<file path="src/rtl/seg7_pkg.sv">
// Shared constants for the seven-segment scan path: active-high glyphs,
// segment bit positions and a counter-width helper.
package seg7_pkg;

  localparam int unsigned SEG_A  = 0;
  localparam int unsigned SEG_B  = 1;
  localparam int unsigned SEG_C  = 2;
  localparam int unsigned SEG_D  = 3;
  localparam int unsigned SEG_E  = 4;
  localparam int unsigned SEG_F  = 5;
  localparam int unsigned SEG_G  = 6;
  localparam int unsigned SEG_DP = 7;

  localparam logic [7:0] SEG_OFF_H = 8'h00;

  localparam logic [7:0] SEG_GLYPH_MASK = 8'(1 << SEG_A) | 8'(1 << SEG_B) |
                                          8'(1 << SEG_C) | 8'(1 << SEG_D) |
                                          8'(1 << SEG_E) | 8'(1 << SEG_F) |
                                          8'(1 << SEG_G);

  localparam logic [7:0] GLYPH_0 = 8'h3F;
  localparam logic [7:0] GLYPH_1 = 8'h06;
  localparam logic [7:0] GLYPH_2 = 8'h5B;
  localparam logic [7:0] GLYPH_3 = 8'h4F;
  localparam logic [7:0] GLYPH_4 = 8'h66;
  localparam logic [7:0] GLYPH_5 = 8'h6D;
  localparam logic [7:0] GLYPH_6 = 8'h7D;
  localparam logic [7:0] GLYPH_7 = 8'h07;
  localparam logic [7:0] GLYPH_8 = 8'h7F;
  localparam logic [7:0] GLYPH_9 = 8'h6F;
  localparam logic [7:0] GLYPH_A = 8'h77;
  localparam logic [7:0] GLYPH_B = 8'h7C;
  localparam logic [7:0] GLYPH_C = 8'h39;
  localparam logic [7:0] GLYPH_D = 8'h5E;
  localparam logic [7:0] GLYPH_E = 8'h79;
  localparam logic [7:0] GLYPH_F = 8'h71;

  typedef enum logic {
    PHASE_ON  = 1'b0,
    PHASE_OFF = 1'b1
  } blink_phase_t;

  // Bits needed to hold a counter running 0..n-1 (at least one bit).
  function automatic int unsigned cnt_width(input int unsigned n);
    int unsigned w;
    w = 1;
    for (int unsigned i = 1; i < 32; i++) begin
      if ((32'd1 << i) < n) w = i + 1;
    end
    return w;
  endfunction

endpackage

</file>
<file path="src/rtl/seg7_decoder.sv">
// Combinational hex nibble to active-high {dp,g,f,e,d,c,b,a} pattern;
// blank clears the glyph segments but keeps the decimal point.
module seg7_decoder
  import seg7_pkg::*;
(
  input  logic [3:0] nibble,
  input  logic       dp,
  input  logic       blank,
  output logic [7:0] pattern
);

  logic [7:0] glyph;

  always_comb begin
    glyph = SEG_OFF_H;
    case (nibble)
      4'h0: glyph = GLYPH_0;
      4'h1: glyph = GLYPH_1;
      4'h2: glyph = GLYPH_2;
      4'h3: glyph = GLYPH_3;
      4'h4: glyph = GLYPH_4;
      4'h5: glyph = GLYPH_5;
      4'h6: glyph = GLYPH_6;
      4'h7: glyph = GLYPH_7;
      4'h8: glyph = GLYPH_8;
      4'h9: glyph = GLYPH_9;
      4'hA: glyph = GLYPH_A;
      4'hB: glyph = GLYPH_B;
      4'hC: glyph = GLYPH_C;
      4'hD: glyph = GLYPH_D;
      4'hE: glyph = GLYPH_E;
      4'hF: glyph = GLYPH_F;
      default: glyph = SEG_OFF_H;
    endcase
  end

  always_comb begin
    pattern         = blank ? SEG_OFF_H : (glyph & SEG_GLYPH_MASK);
    pattern[SEG_DP] = dp;
  end

endmodule

</file>
<file path="src/rtl/seg7_scan_ctrl.sv">
// Time-multiplexed N-digit seven-segment scanner with frame-boundary commit,
// leading-zero blanking, whole-display blink and selectable segment polarity.
module seg7_scan_ctrl
  import seg7_pkg::*;
#(
  parameter int unsigned NUM_DIGITS     = 8,
  parameter int unsigned DIG_W          = 3,
  parameter int unsigned SCAN_DIV       = 1000,
  parameter int unsigned BLINK_FRAMES   = 64,
  parameter bit          SEG_ACTIVE_LOW = 1'b1
) (
  input  logic                    clk,
  input  logic                    rst,
  input  logic                    load,
  input  logic [4*NUM_DIGITS-1:0] data_in,
  input  logic [NUM_DIGITS-1:0]   dp_in,
  input  logic                    blank_lz,
  input  logic                    blink_en,
  output logic [DIG_W-1:0]        digit,
  output logic [7:0]              seg_data,
  output logic                    frame_done
);

  localparam int unsigned PRE_W = cnt_width(SCAN_DIV);
  localparam int unsigned BLK_W = cnt_width(BLINK_FRAMES);
  localparam logic [PRE_W-1:0] PRE_LAST = PRE_W'(SCAN_DIV - 1);
  localparam logic [BLK_W-1:0] BLK_LAST = BLK_W'(BLINK_FRAMES - 1);
  localparam logic [DIG_W-1:0] IDX_LAST = DIG_W'(NUM_DIGITS - 1);

  logic [PRE_W-1:0]        presc_q, presc_d;
  logic [DIG_W-1:0]        idx_q, idx_d;
  logic [4*NUM_DIGITS-1:0] disp_data_q, disp_data_d, pend_data_q, pend_data_d;
  logic [NUM_DIGITS-1:0]   disp_dp_q, disp_dp_d, pend_dp_q, pend_dp_d;
  logic                    pend_valid_q, pend_valid_d;
  logic [BLK_W-1:0]        blink_cnt_q, blink_cnt_d;
  blink_phase_t            phase_q, phase_d;
  logic [7:0]              seg_q, seg_d;
  logic                    frame_done_q;

  logic                    tick, wrap;
  logic [NUM_DIGITS-1:0]   zero_from;
  logic [3:0]              cur_nib;
  logic                    cur_dp, cur_zero, cur_blank;
  logic [7:0]              pattern;

  always_comb begin
    tick = (presc_q == PRE_LAST);
    wrap = tick && (idx_q == IDX_LAST);

    presc_d = tick ? '0 : presc_q + PRE_W'(1);
    idx_d   = idx_q;
    if (tick) idx_d = wrap ? '0 : idx_q + DIG_W'(1);

    disp_data_d  = disp_data_q;
    disp_dp_d    = disp_dp_q;
    pend_data_d  = pend_data_q;
    pend_dp_d    = pend_dp_q;
    pend_valid_d = pend_valid_q;
    if (wrap) begin
      if (load) begin
        disp_data_d = data_in;
        disp_dp_d   = dp_in;
      end else if (pend_valid_q) begin
        disp_data_d = pend_data_q;
        disp_dp_d   = pend_dp_q;
      end
      pend_valid_d = 1'b0;
    end else if (load) begin
      pend_data_d  = data_in;
      pend_dp_d    = dp_in;
      pend_valid_d = 1'b1;
    end

    blink_cnt_d = blink_cnt_q;
    phase_d     = phase_q;
    if (!blink_en) begin
      blink_cnt_d = '0;
      phase_d     = PHASE_ON;
    end else if (frame_done_q) begin
      if (blink_cnt_q == BLK_LAST) begin
        blink_cnt_d = '0;
        phase_d     = (phase_q == PHASE_ON) ? PHASE_OFF : PHASE_ON;
      end else begin
        blink_cnt_d = blink_cnt_q + BLK_W'(1);
      end
    end

    // zero_from[i]: nibble i and every more-significant nibble are zero.
    zero_from = '0;
    zero_from[NUM_DIGITS-1] = (disp_data_d[4*(NUM_DIGITS-1) +: 4] == 4'h0);
    for (int unsigned i = 1; i < NUM_DIGITS; i++) begin
      zero_from[NUM_DIGITS-1-i] = (disp_data_d[4*(NUM_DIGITS-1-i) +: 4] == 4'h0)
                                  && zero_from[NUM_DIGITS-i];
    end

    // The segment register is loaded from next-state index and display so
    // digit and seg_data always change on the same edge.
    cur_nib  = '0;
    cur_dp   = 1'b0;
    cur_zero = 1'b0;
    for (int unsigned i = 0; i < NUM_DIGITS; i++) begin
      if (idx_d == DIG_W'(i)) begin
        cur_nib  = disp_data_d[4*i +: 4];
        cur_dp   = disp_dp_d[i];
        cur_zero = zero_from[i];
      end
    end
    cur_blank = blank_lz && (idx_d != '0) && cur_zero;
  end

  seg7_decoder u_decoder (
    .nibble  (cur_nib),
    .dp      (cur_dp),
    .blank   (cur_blank),
    .pattern (pattern)
  );

  always_comb begin
    seg_d = (phase_d == PHASE_OFF) ? SEG_OFF_H : pattern;
  end

  always_ff @(posedge clk or negedge rst) begin
    if (!rst) begin
      presc_q      <= '0;
      idx_q        <= '0;
      disp_data_q  <= '0;
      disp_dp_q    <= '0;
      pend_data_q  <= '0;
      pend_dp_q    <= '0;
      pend_valid_q <= 1'b0;
      blink_cnt_q  <= '0;
      phase_q      <= PHASE_ON;
      seg_q        <= SEG_OFF_H;
      frame_done_q <= 1'b0;
    end else begin
      presc_q      <= presc_d;
      idx_q        <= idx_d;
      disp_data_q  <= disp_data_d;
      disp_dp_q    <= disp_dp_d;
      pend_data_q  <= pend_data_d;
      pend_dp_q    <= pend_dp_d;
      pend_valid_q <= pend_valid_d;
      blink_cnt_q  <= blink_cnt_d;
      phase_q      <= phase_d;
      seg_q        <= seg_d;
      frame_done_q <= wrap;
    end
  end

  assign digit      = idx_q;
  assign frame_done = frame_done_q;
  assign seg_data   = SEG_ACTIVE_LOW ? ~seg_q : seg_q;

endmodule

</file>
<file path="config.mk">
export PLATFORM = sky130hd
export DESIGN_NAME = seg7_scan_ctrl
export DESIGN_NICKNAME = d
export VERILOG_FILES = /design/src/rtl/seg7_pkg.sv /design/src/rtl/seg7_decoder.sv /design/src/rtl/seg7_scan_ctrl.sv
export SDC_FILE = /design/constraint.sdc
export NUM_CORES = 1
export LEC_CHECK = 0
export CAP_MARGIN = 10
export CORE_MARGIN = 5
export CORE_UTILIZATION = 52
export DETAILED_ROUTE_END_ITERATION = 12
export GPL_TIMING_DRIVEN = 0
export PLACE_DENSITY = 0.8
export SLEW_MARGIN = 20
export SYNTH_ARGS = -nofsm -noshare
export SYNTH_HDL_FRONTEND = slang
export SYNTH_SLANG_ARGS = --single-unit
</file>
<file path="constraint.sdc">
create_clock -name clk -period 3.5 [get_ports clk]
set_input_delay 0.525 -clock clk [delete_from_list [all_inputs] [get_ports clk]]
set_output_delay 0.525 -clock clk [all_outputs]
set_load 0.05 [all_outputs]
</file>
==> impl_metrics.json, run 1 <==
{
  "overflow": 0,
  "syn_to_final_growth_pct": 22.9,
  "worstPathMaxFanout": 10,
  "setup_tns_ns": 0,
  "vias": 5427,
  "async_reset_ff_share_pct": 100,
  "startpoint": "pend_valid_q$_DFFE_PN0P_",
  "synth_top_family_by_area": "compound AO/OA/AOI/OAI gates",
  "worst-setup-path-type": "flip-flop to flip-flop",
  "period_needed_ns": 3.41,
  "synth-simple-area-share_pct": 14.4,
  "hold_viol": 0,
  "synth_flop_cell": "dfrtp_1",
  "grt_use_total_pct": 24.5,
  "period_share_pct": 97.3,
  "cts_tree": "done",
  "die_y_um": 118,
  "multi_input_area_um2": 3150,
  "clockBufferDepth": 2,
  "gp_congestion": 1.01,
  "regArea_um2": 2760,
  "fin_nets": 737,
  "synth-edff-count": 0,
  "synth-compound-area-share_pct": 21.9,
  "clk_pin_slew_worst_paths_ns": 0.07,
  "cpMaxStageDelayCell": "dfrtp_1",
  "n_antenna_cell": 0,
  "fillers": 872,
  "cts.sinks": 110,
  "worst_clock_skew_ns": 0.00629,
  "endpoint_kind": "flip-flop",
  "worstSetupStartpointType": "flip-flop",
  "dieArea_um2": 14000,
  "outcome": "finished clean",
  "start_util_pct": 53.0,
  "rsz0062_at_grt": "yes",
  "grt_pass1_wl_um": 27900,
  "min_path_type": "input port to async pin",
  "crit-reg2reg-launch": "pend_valid_q$_DFFE_PN0P_",
  "totalWireLength_um": 17500,
  "clock_latency_ns": 0.35,
  "post_drt_wl_per_cell_um": 21.1,
  "grt_max_degree": 57,
  "drt_iter0_drc": 393,
  "critPathBufInv": 2,
  "muxShareOfSynthArea_pct": 9.09,
  "netlist_instances": 596,
  "layout_commonest_cell": "dfrtp_1",
  "layout_common_cells": "dfrtp_1, nor2_1, clkdlybuf4s50_1",
  "ant_nets": 0,
  "h-tree-depth": 3,
  "setup_viol": 0,
  "synth.net_count": 651,
  "rows": 39,
  "ys_seq_elements": 110,
  "syn-cell-area_um2": 6080,
  "tightest_slew_ns": 0.785,
  "numCtsBuffers": 9,
  "synthXorXnorAreaFrac_pct": 1.58,
  "avgSynthCellArea_um2": 10.2,
  "slew_headroom_pct": 47.7,
  "postCtsHoldBufs": 0,
  "max_stage_delay_ns": 0.56,
  "final_layout_size_suffix_gt1_share_pct": 21.2,
  "crit_family": "compound AO/OA/AOI/OAI gates",
  "ios": 57,
  "dp_hpwl_um": 12100,
  "crit_required_ns": 3.74,
  "cts-root-buf": "clkbuf_16",
  "vias_per_cell": 6.55,
  "p_per_area_nw_per_um2": 353,
  "ys_seq_area_share_pct": 45.2,
  "fmax_mhz": 294,
  "cp_cell_sequence": "nor2b_1 > clkbuf_1 > a32o_1 > nor2_4 > a211oi_2 > a311oi_2 > o32a_1 > buf_4 > ha_4 > nand2_2 > mux2i_2 > a2111oi_4",
  "drc": 0,
  "design.core.area_um2": 11500,
  "vdd_drop_max_uv": 278,
  "p_leak_nw": 3.30,
  "drtPass1Iterations": 6,
  "synth_warnings": 0,
  "cap_violations": 0,
  "antenna_found_initial": 0,
  "arrival_ns": 3.65,
  "r2r_slack_ns": 0.09,
  "drv_slew": 0,
  "ys_types": 77,
  "grt_pass1_vias": 5359,
  "fin_worst_hold_slack_ns": 0.135,
  "portBuffers": 55,
  "die_w_um": 118,
  "synth_adder_area_share_pct": 2.06
}
power by group:
group	switching [mW]	internal [mW]	total, mW	leakage, nW
Clock	0.445	0.533	0.978	0.138
Sequential	0.0339	1.33	1.36	1.38
Combinational	0.154	0.141	0.295	1.78
Total	0.633	2.00	2.64	3.30
stage by stage:
stage / cell area, um2 / worst slack [ns] / util (%) / cells / power, mW
finish: 7470 / 0.0933 / 65.2 / 828 / 2.64
global placement: 6820 / -2.63 / 59.4 / 794 / 1.65
detailed placement: 6850 / -0.616 / 59.7 / 795 / 1.66
global route: 7470 / -0.0640 / 65.2 / 828 / 2.73
floorplan: 6090 / 0.00760 / - / 596 / 1.52
CTS: 7310 / 0.0156 / 63.8 / 823 / 2.64
sequential cells by signal (all words and copies together) (netlist names), 3 cells and up:
name         cells
blink_cnt_q      6
presc_q         10
disp_data_q     32
seg_q            8
pend_dp_q        8
digit            3
disp_dp_q        8
pend_data_q     32
worst paths after layout:
check                                             to  cells after the start
max                               seg_q[0]$_DFF_PN0_                     12
min                        disp_data_q[15]$_DFF_PN0_                      1
max reg2reg                       seg_q[0]$_DFF_PN0_                     12
min reg2reg                     presc_q[0]$_DFF_PN0_                      1
max in group asynchronous         seg_q[7]$_DFF_PN0_                      2
min in group clk                presc_q[0]$_DFF_PN0_                      1
layer usage:
| metal | track usage [%] | share of wire (%) |
|---|---|---|
| met3 | 4.49 | 7.7 |
| met1 | 33.0 | 41 |
| met2 | 38.9 | 48 |
| met5 | 0 | 0 |
| met4 | 10.8 | 3.3 |
cells in the mapped netlist (2+ instances only):
cell type | number | area, um2
dfrtp_1 | 110 | 2750
nand2b_1 | 4 | 25.0
xor2_1 | 5 | 43.8
a22o_1 | 17 | 149
mux2i_1 | 10 | 100
mux2_2 | 39 | 439
o21ai_2 | 2 | 17.5
o211ai_1 | 7 | 52.6
nand2_1 | 30 | 113
o31a_1 | 3 | 26.3
nor2b_1 | 14 | 87.6
buf_2 | 5 | 25.0
a32oi_1 | 8 | 70.1
a221oi_1 | 2 | 17.5
a21boi_0 | 2 | 15.0
and2_1 | 3 | 18.8
buf_6 | 9 | 101
nand3_1 | 10 | 50.1
and3_1 | 6 | 37.5
o22ai_1 | 13 | 81.3
xnor2_1 | 6 | 52.6
a22oi_1 | 14 | 105
o221ai_1 | 2 | 17.5
ha_1 | 10 | 125
clkbuf_1 | 18 | 67.6
o32ai_1 | 4 | 35.0
a31oi_1 | 8 | 50.1
a32o_1 | 15 | 150
buf_4 | 3 | 22.5
a21oi_1 | 27 | 135
o21a_1 | 2 | 15.0
o21ai_0 | 27 | 135
or2_2 | 5 | 31.3
inv_2 | 3 | 11.3
nor4_1 | 6 | 37.5
clkinv_1 | 2 | 7.51
o2111ai_1 | 3 | 26.3
a211oi_1 | 4 | 30.0
o32a_1 | 2 | 20.0
nand4_1 | 5 | 31.3
nor2_1 | 59 | 221
nor3_1 | 8 | 40.0
inv_1 | 30 | 113
logic make-up (layout without fill, tap and decap cells):
| kind of cell | after synthesis | after routing |
|---|---|---|
| AOI/OAI and AO/OA | 179 | 179 |
| and+or+nand+nor | 166 | 166 |
| buffers and inverters | 70 | 159 |
| DFF | 110 | 110 |
| muxes | 50 | 50 |
| xor gates and xnor gates | 11 | 11 |
| adders and majority gates | 10 | 10 |
final cells by class:
cell class | count | area share, %
plain buffers | 35 | 3.30
clock buffers | 13 | 3.62
clock inverters | 1 | 0.0670
inverters | 35 | 1.79
multi-input cells | 416 | 42.2
flip-flops and latches | 110 | 36.9
well taps | 143 | 2.39
repair buffers | 75 | 9.76
repair_timing:
| item | CTS | global route |
|---|---|---|
| endpoints found under the setup margin | 7 | 7 |
| resized for setup | 22 | 31 |
| setup buffers | 14 | 5 |
| pin swaps | 7 | 12 |
Note: power is estimated with default switching activity, not from simulation.
==> inputs of run 2 (changes only) <==
--- a/config.mk
+++ b/config.mk
@@ -7,8 +7,9 @@
 export LEC_CHECK = 0
 export CAP_MARGIN = 10
 export CORE_MARGIN = 5
-export CORE_UTILIZATION = 52
+export CORE_UTILIZATION = 58
 export DETAILED_ROUTE_END_ITERATION = 12
+export DONT_BUFFER_PORTS = 1
 export GPL_TIMING_DRIVEN = 0
 export PLACE_DENSITY = 0.8
 export SLEW_MARGIN = 20
==> impl_metrics.json, run 2 (same netlist as run 1, synthesis figures left out) <==
{
  "p_sw_mw": 0.635,
  "antenna_found_initial": 0,
  "cts_tree": "done",
  "crit_required_ns": 3.77,
  "arrival_ns": 3.75,
  "cp_common_cell": "ha_4",
  "vias_per_cell": 6.80,
  "power.share.clock_pct": 34.4,
  "hold_viol": 0,
  "clk_pin_slew_worst_paths_ns": 0.11,
  "regArea_um2": 2760,
  "rows": 37,
  "cts-root-buf": "clkbuf_8",
  "clock_latency_ns": 0.41,
  "fin_worst_hold_slack_ns": 0.0623,
  "fillers": 751,
  "gp_congestion": 0.958,
  "grt_pass1_wl_um": 28100,
  "vias": 5350,
  "grt_pass1_vias": 5230,
  "slew_headroom_pct": 43.4,
  "top_regs": "disp_data_q x32, pend_data_q x32, presc_q x10",
  "p_leak_nw": 3.19,
  "swShare_pct": 26.2,
  "syn_to_final_growth_pct": 17.2,
  "setup_viol": 0,
  "period_share_pct": 99.3,
  "crit-reg2reg-launch": "digit[1]$_DFF_PN0_",
  "h-tree-depth": 3,
  "dp_hpwl_um": 11700,
  "worst_clock_skew_ns": 0.0132,
  "setup_tns_ns": 0,
  "totalWireLength_um": 18300,
  "max_stage_delay_ns": 0.60,
  "sequentialPowerShare_pct": 56.1,
  "fin_nets": 701,
  "worstSetupStartpointType": "flip-flop",
  "ant_nets": 0,
  "dieArea_um2": 12600,
  "multi_input_area_um2": 3220,
  "outcome": "finished clean",
  "period_needed_ns": 3.48,
  "vdd_drop_max_uv": 273,
  "ios": 57,
  "r2r_slack_ns": 0.02,
  "worst-setup-path-type": "flip-flop to flip-flop",
  "start_util_pct": 59.2,
  "cpMaxStageDelayCell": "dfrtp_4",
  "tightest_slew_ns": 0.849,
  "post_drt_wl_per_cell_um": 23.2,
  "rsz0062_at_grt": "yes",
  "design.core.area_um2": 10300,
  "fmax_mhz": 288,
  "layout_setup_ws_ns": 0.0247,
  "grt_use_total_pct": 28.3,
  "portBuffers": 0,
  "min_path_type": "input port to async pin",
  "drv_slew": 0,
  "place_ws_ns": -0.624,
  "endpoint_kind": "flip-flop",
  "die_y_um": 112,
  "cts.sinks": 110,
  "rr_worst_depth": 12,
  "internal-power_mw": 1.79,
  "drt_iter0_drc": 502,
  "n_antenna_cell": 0,
  "clockBufferDepth": 2,
  "grt_max_degree": 111,
  "p_per_area_nw_per_um2": 340,
  "layout_commonest_cell": "dfrtp_1",
  "drtPass1Iterations": 7,
  "cap_violations": 0,
  "worstPathMaxFanout": 10,
  "cp_cell_sequence": "ha_4 > ha_4 > nand4_4 > inv_4 > buf_6 > o2bb2ai_1 > o2111ai_1 > o32ai_1 > a32oi_1 > o31a_1 > o21ai_2 > a2111oi_2",
  "die_w_um": 112,
  "final_layout_size_suffix_gt1_share_pct": 27.0,
  "r2r-end": "seg_q[0]$_DFF_PN0_",
  "numCtsBuffers": 9,
  "drc": 0,
  "overflow": 0,
  "layout_common_cells": "dfrtp_1, nor2_1, mux2_2",
  "power.share.combinational_pct": 9.5
}
-- run 2: changes by cell type in the layout (fill, tap and decap cells not counted), sizes merged --
cell / previous run / this run
clkinvlp: 0 / 1
clkdlybuf4s50: 54 / 0
buf: 37 / 55
clkinv: 2 / 4
bufinv: 0 / 1
clkbuf: 32 / 30
-- run 2: worst max path at each step --
stage | startpoint | to | slack, ns | depth (start not counted)
floorplan | digit[1]$_DFF_PN0_ | seg_q[0]$_DFF_PN0_ | 0.008 | 16
global placement | presc_q[0]$_DFF_PN0_ | seg_q[0]$_DFF_PN0_ | -0.50 | 13
detailed placement | presc_q[0]$_DFF_PN0_ | seg_q[0]$_DFF_PN0_ | -0.62 | 13
CTS | digit[1]$_DFF_PN0_ | seg_q[0]$_DFF_PN0_ | -0.008 | 17
global route | digit[1]$_DFF_PN0_ | seg_q[5]$_DFF_PN0_ | -0.07 | 12
finish | digit[1]$_DFF_PN0_ | seg_q[0]$_DFF_PN0_ | 0.02 | 12
-- run 2: stage by stage --
step	cells	utilization [%]	cell area, um2	total power [mW]
4_1_cts	776	67.4	6920	2.41
5_1_grt	787	69.4	7130	2.51
3_5_place_dp	732	60.9	6260	1.56
3_3_place_gp	732	60.9	6260	1.55
6_report	787	69.4	7130	2.43
2_1_floorplan	596	-	6090	1.52
-- run 2: timing repair --
action / CTS / global route
hold buffers: 1 / 0
endpoints found under the hold margin: 110 / 0
cloned: 0 / 1
resized for setup: 51 / 31
setup endpoints to repair: 7 / 7
pin swaps: 16 / 18
buffers inserted: 27 / 11
-- run 2: cell type report --
type | count | area share [%]
Clock buffer | 11 | 2.12
Inverter | 35 | 1.91
Buffer | 34 | 3.81
Multi-Input combinational cell | 416 | 45.2
Timing Repair Buffer | 40 | 5.12
Clock inverter | 5 | 0.789
Tap cell | 136 | 2.39
Sequential cell | 110 | 38.7
-- run 2: power by group through the flow --
stage	sequential, mW	combinational [mW]	clock (mW)
after floorplan	1.37	0.146	0
after global placement	1.38	0.169	0
after detailed placement	1.38	0.175	0
after CTS	1.36	0.223	0.832
after global routing	1.37	0.248	0.895
final	1.36	0.230	0.835
-- run 2: per-layer routing --
metal / wire length [um] / vias up / global-route usage, % / part of all wire, %
met5: 0 / - / 0 / 0
met4: 646 / 0 / 12.6 / 3.5
met3: 1760 / 59 / 7.06 / 9.6
met2: 8710 / 334 / 44.6 / 48
met1: 7170 / 2645 / 37.0 / 39
li1: - / 2312 / - / -
-- run 2: worst max-delay path, delay by kind of cell (launching register included) --
family | cells | cell delay, ns
compound gates | 7 | 1.83
flops | 1 | 0.60
fa+ha+maj | 2 | 0.36
buf+inv | 2 | 0.34
simple gates | 1 | 0.20
==> inputs of run 3 (changes only) <==
--- a/config.mk
+++ b/config.mk
@@ -10,6 +10,7 @@
 export CORE_UTILIZATION = 58
 export DETAILED_ROUTE_END_ITERATION = 12
 export DONT_BUFFER_PORTS = 1
+export GPL_ROUTABILITY_DRIVEN = 1
 export GPL_TIMING_DRIVEN = 0
 export PLACE_DENSITY = 0.8
 export SLEW_MARGIN = 20
==> results of run 3 <==
The final DEF is identical to that of run 2; final timing and power are the same.
